==> src/rtl/bin2gray_counter_if.sv <==
// rtl/bin2gray_counter_if.sv - control and count signals of the binary-to-Gray counter
interface bin2gray_counter_if #(
  parameter int WIDTH = 4
);
  logic             load;
  logic [WIDTH-1:0] load_bin;
  logic             en;
  logic             up;
  logic [WIDTH-1:0] bin;
  logic [WIDTH-1:0] gray;
  logic [WIDTH-1:0] gray_next;
  logic             wrap;

  modport master (
    output load, load_bin, en, up,
    input  bin, gray, gray_next, wrap
  );

  modport slave (
    input  load, load_bin, en, up,
    output bin, gray, gray_next, wrap
  );
endinterface

==> src/rtl/bin2gray_counter.sv <==
// rtl/bin2gray_counter.sv - registered binary up/down counter with a registered Gray copy
// The Gray flop is loaded from the encoded next value so it never glitches.
module bin2gray_counter #(
  parameter int WIDTH = 4
) (
  input  logic                 clk,
  input  logic                 srstn,
  bin2gray_counter_if.slave    bus
);
  logic [WIDTH-1:0] r_bin;
  logic [WIDTH-1:0] r_gray;
  logic             r_wrap;
  logic [WIDTH-1:0] w_bin_next;
  logic [WIDTH-1:0] w_gray_next;
  logic             w_wrap_next;

  // Reset folds into the next value so gray_next reads 0 while srstn is low.
  always_comb begin
    w_bin_next  = r_bin;
    w_wrap_next = 1'b0;
    if (!srstn) begin
      w_bin_next = '0;
    end else if (bus.load) begin
      w_bin_next = bus.load_bin;
    end else if (bus.en) begin
      if (bus.up) begin
        w_bin_next  = r_bin + WIDTH'(1);
        w_wrap_next = &r_bin;
      end else begin
        w_bin_next  = r_bin - WIDTH'(1);
        w_wrap_next = ~|r_bin;
      end
    end
    w_gray_next = w_bin_next ^ (w_bin_next >> 1);
  end

  always_ff @(posedge clk) begin
    if (!srstn) begin
      r_bin  <= '0;
      r_gray <= '0;
      r_wrap <= 1'b0;
    end else begin
      r_bin  <= w_bin_next;
      r_gray <= w_gray_next;
      r_wrap <= w_wrap_next;
    end
  end

  assign bus.bin       = r_bin;
  assign bus.gray      = r_gray;
  assign bus.gray_next = w_gray_next;
  assign bus.wrap      = r_wrap;
endmodule

==> src/flat_wrapper.sv <==
// flat-port wrapper written by rule: the top's interface ports become plain ports
module bin2gray_counter_flat 
#(
  parameter int WIDTH = 4
)
  (clk, srstn, bus_load, bus_load_bin, bus_en, bus_up, bus_bin, bus_gray, bus_gray_next, bus_wrap);
  bin2gray_counter_if #(.WIDTH(WIDTH)) bus_i ();
  input  logic clk;
  input  logic srstn;
  input wire logic [$bits(bus_i.load)-1:0] bus_load;
  input wire logic [$bits(bus_i.load_bin)-1:0] bus_load_bin;
  input wire logic [$bits(bus_i.en)-1:0] bus_en;
  input wire logic [$bits(bus_i.up)-1:0] bus_up;
  output wire logic [$bits(bus_i.bin)-1:0] bus_bin;
  output wire logic [$bits(bus_i.gray)-1:0] bus_gray;
  output wire logic [$bits(bus_i.gray_next)-1:0] bus_gray_next;
  output wire logic [$bits(bus_i.wrap)-1:0] bus_wrap;
  assign bus_i.load = bus_load;
  assign bus_i.load_bin = bus_load_bin;
  assign bus_i.en = bus_en;
  assign bus_i.up = bus_up;
  assign bus_bin = bus_i.bin;
  assign bus_gray = bus_i.gray;
  assign bus_gray_next = bus_i.gray_next;
  assign bus_wrap = bus_i.wrap;
  bin2gray_counter #(.WIDTH(WIDTH)) u_core (.clk(clk), .srstn(srstn), .bus(bus_i));
endmodule
==> config.mk <==
export PLATFORM = sky130hd
export DESIGN_NAME = bin2gray_counter_flat
export DESIGN_NICKNAME = d
export VERILOG_FILES = /design/src/rtl/bin2gray_counter_if.sv /design/src/rtl/bin2gray_counter.sv /design/src/flat_wrapper.sv
export SDC_FILE = /design/constraint.sdc
export NUM_CORES = 1
export LEC_CHECK = 0
export BUFFER_PORTS_ARGS = -buffer_cell sky130_fd_sc_hd__buf_2
export CAP_MARGIN = 25
export CORE_AREA = 2 2 39 41
export CTS_CLUSTER_DIAMETER = 120
export CTS_CLUSTER_SIZE = 28
export DETAILED_ROUTE_END_ITERATION = 7
export DIE_AREA = 0 0 41 43
export PLACE_DENSITY_LB_ADDON = 0.25
export REMOVE_ABC_BUFFERS = 1
export SYNTH_ARGS = -nofsm -noshare
export SYNTH_HDL_FRONTEND = slang
export SYNTH_SLANG_ARGS = --single-unit
==> constraint.sdc <==
create_clock -name clk -period 2.49 [get_ports clk]
set_input_delay 0.3735 -clock clk [delete_from_list [all_inputs] [get_ports clk]]
set_output_delay 0.3735 -clock clk [all_outputs]
set_load 0.02 [all_outputs]
==> run_results.csv <==
group,metric,value,unit
synth,synth-xor-area-share,0.0974,
setup_path,crit_fanout,5,
clocking,hold_buffers,0,
timing,finalSetupViolations,0,
timing,final.period_utilization,0.958,
synth,synth_cells,57,
grt,grt_pass1_wl,1860,microns
synth,synth-compound-area-share,0.144,
min_path,hp-class,"primary input to register",
power_and_ir_drop,comb_power_share,0.399,
setup_path,critPathMaxStageDelay,0.39,ns
setup_path,cp.required,2.12,ns
power_and_ir_drop,p_total,0.409,mW
floorplan,row_count,14,
setup_path,crit_arrival,2.01,ns
routing,dr.pass1.iters,4,
synth,yosysWarnings,0,
outcome,status,"completed",
synth,async_reset_ff_frac,0,
setup_path,endpoint_kind,"primary output",
clocking,cts_tree,"done",
placement,preCtsSetupSlack,0.0990,ns
final_layout,final_area,727,sq um
synth,synth_area,539,sq um
synth,avgSynthCellArea,9.46,sq um
clocking,ctsLongestPathBuffers,2,
setup_path,worstSetupStartpointType,"register",
synth,synth_top_family_by_area,"simple AND/OR/NAND/NOR gates",
clocking,cts.sinks,8,
synth,synthAdderAreaFrac,0.0835,
synth,synth-edff-count,0,
placement,gp_congestion,0.777,
final_layout,syn2layout_area_growth,34.8,%
final_layout,fill_cells,137,
setup_path,path_cells,"inv_1 -> fa_2 -> xnor2_1 -> a211oi_2 -> nor3b_4 -> mux2_1 -> buf_4",
synth,synth_seq_cells,8,
final_layout,fin_nets,96,
placement,io_buffers,21,
power_and_ir_drop,seqPwrFrac,0.366,
timing,max_freq,0.419,GHz
timing,clock_skew,0.000233,ns
clocking,cts_max_level,1,
power_and_ir_drop,p_leak,0.357,nW
power_and_ir_drop,power_density,563,nW/um^2
final_layout,final_util,0.525,
grt,grt_pass1_vias,444,
power_and_ir_drop,p_sw_frac,0.340,
synth,yosysMostFrequentCell,"dfxtp_1",
timing,hold_viol_final,0,
synth,yosys.cell_types.count,35,
floorplan,fp.dieW,41,microns
synth,synth-simple-area-share,0.241,
clocking,clk_latency,0.25,ns
synth,synth_top_area_share,0.297,
placement,place_area,668,sq um
routing,routed_wl,1170,microns
grt,grt_overflow,0,
routing,ant_nets,0,
synth,synth_seq_area_share,0.297,
clocking,clock-root-buffer,"clkbuf_4",
timing,finalMaxSlewViolations,0,
routing,vias,497,
routing,drcViolationCount,0,
clocking,clk_pin_slew,0.05,ns
grt,grt_max_degree,13,
timing,worstMarginPinSlew,0.294,ns
clocking,numCtsBuffers,3,
timing,slew_headroom,0.804,
power_and_ir_drop,vdd_drop_max,0.000318,V
timing,layout_setup_ws,0.104,ns
synth,yosys-top-cells-area,"dfxtp_1, xnor2_1, ha_1, buf_4, mux2_1",
synth,yosysTopAreaCell,"dfxtp_1",
floorplan,initial_core_util,0.390,
setup_path,worstSetupPathType,"register to primary output",
setup_path,critical-path-slowest-cell,"fa_2",
floorplan,core,1380,sq um
grt,track_usage,0.161,
synth,synth_common_cells,"dfxtp_1, xnor2_1, inv_1",
power_and_ir_drop,power_frac_clock,0.234,
floorplan,die_area,1760,sq um
routing,drt_iter0_drc,6,
power_and_ir_drop,p_int,0.270,mW
timing,final.min_clock_period,2.39,ns
grt,antenna_found_initial,0,
routing,routedWlPerCell,12.0,microns
synth,synth_flop_cell,"dfxtp_1",
final_layout,n_antenna_cell,0,
synth,muxShareOfSynthArea,0.0603,
run,drv_cap,0,
floorplan,num_io_pins,22,
power_and_ir_drop,p_sw,0.139,mW
final_layout,drive_gt1_frac,0.415,
routing,viasPerCell,5.07,
floorplan,die_h,43,microns
area by class of cell:
type	count	area [sq um]	area share
Multi-Input combinational cell	41	364	0.501
Inverter	4	15.0	0.0207
Clock buffer	3	22.5	0.0310
Sequential cell	8	160	0.220
Timing Repair Buffer	26	145	0.200
Tap cell	16	20.0	0.0275
sequential cells by signal (all words and copies together), names as in the netlist:
signal           count
u_core.bus.bin       3
u_core.bus.wrap      1
u_core.bus.gray      4
routing by layer:
metal | global-route usage | routed length, microns
met3 | 0.0995 | 94
met5 | 0 | 0
met1 | 0.183 | 479
met2 | 0.238 | 587
met4 | 0.0600 | 10
cell usage in the layout (no fill, tap or decap), types with 2 or more instances in the layout:
| cell | n |
|---|---|
| buf_2 | 20 |
| dfxtp_1 | 8 |
| buf_4 | 6 |
| xnor2_1 | 5 |
| inv_1 | 4 |
| clkbuf_4 | 3 |
| nand2b_1 | 2 |
| nor2b_1 | 2 |
| nor2_1 | 2 |
| and2_1 | 2 |
| mux2_1 | 2 |
critical path: cells and delay by family, from the launching register on:
kind | cells | cell delay (ns)
XOR/XNOR | 1 | 0.14
buffers and inverters | 2 | 0.22
adder cells (fa/ha/maj) | 1 | 0.39
AND/OR/NAND/NOR | 1 | 0.11
flip-flops | 1 | 0.32
multiplexers | 1 | 0.29
AO/OA/AOI/OAI | 1 | 0.29
final timing paths:
kind | startpoint | to | slack [ns] | cells past startpoint
worst max register to register | u_core.bus.bin[1] | u_core.bus.gray[2] | 0.66 | 7
worst min register to register | u_core.bus.bin[2] | u_core.bus.wrap | 0.61 | 2
worst max-delay path | u_core.bus.bin[0] | bus_gray_next[2] | 0.10 | 7
worst min-delay path | srstn | u_core.bus.wrap | 0.41 | 3
cell families (layout without fill, tap and decap cells):
family          Yosys count  in the layout
buf+inv                   8             33
flops                     8              8
compound gates           10             10
simple gates             19             19
xor+xnor                  6              6
fa+ha+maj                 3              3
mux                       3              3
power by group through the flow:
stage / sequential [mW] / clock, mW / combinational, mW
5_1_grt: 0.152 / 0.110 / 0.179
3_5_place_dp: 0.153 / 0 / 0.152
6_report: 0.150 / 0.0960 / 0.164
4_1_cts: 0.150 / 0.101 / 0.158
3_3_place_gp: 0.153 / 0 / 0.149
2_1_floorplan: 0.174 / 0 / 0.0745
repair_timing:
item                       4_1_cts  5_1_grt
buffers inserted                 1        0
cloned                           0        0
gates resized for setup          1        4
setup endpoints to repair        1        2
pin swaps                        0        3
metrics by stage:
| stage | TNS, ns | std cells | hold WS [ns] |
|---|---|---|---|
| 4_1_cts | 0 | 98 | 0.400 |
| 6_report | 0 | 98 | 0.408 |
| 2_1_floorplan | 0 | 53 | 0.450 |
| 3_3_place_gp | 0 | 94 | 0.620 |
| 5_1_grt | -0.0187 | 98 | 0.419 |
| 3_5_place_dp | 0 | 94 | 0.614 |
(Power assumes the default switching activity.)
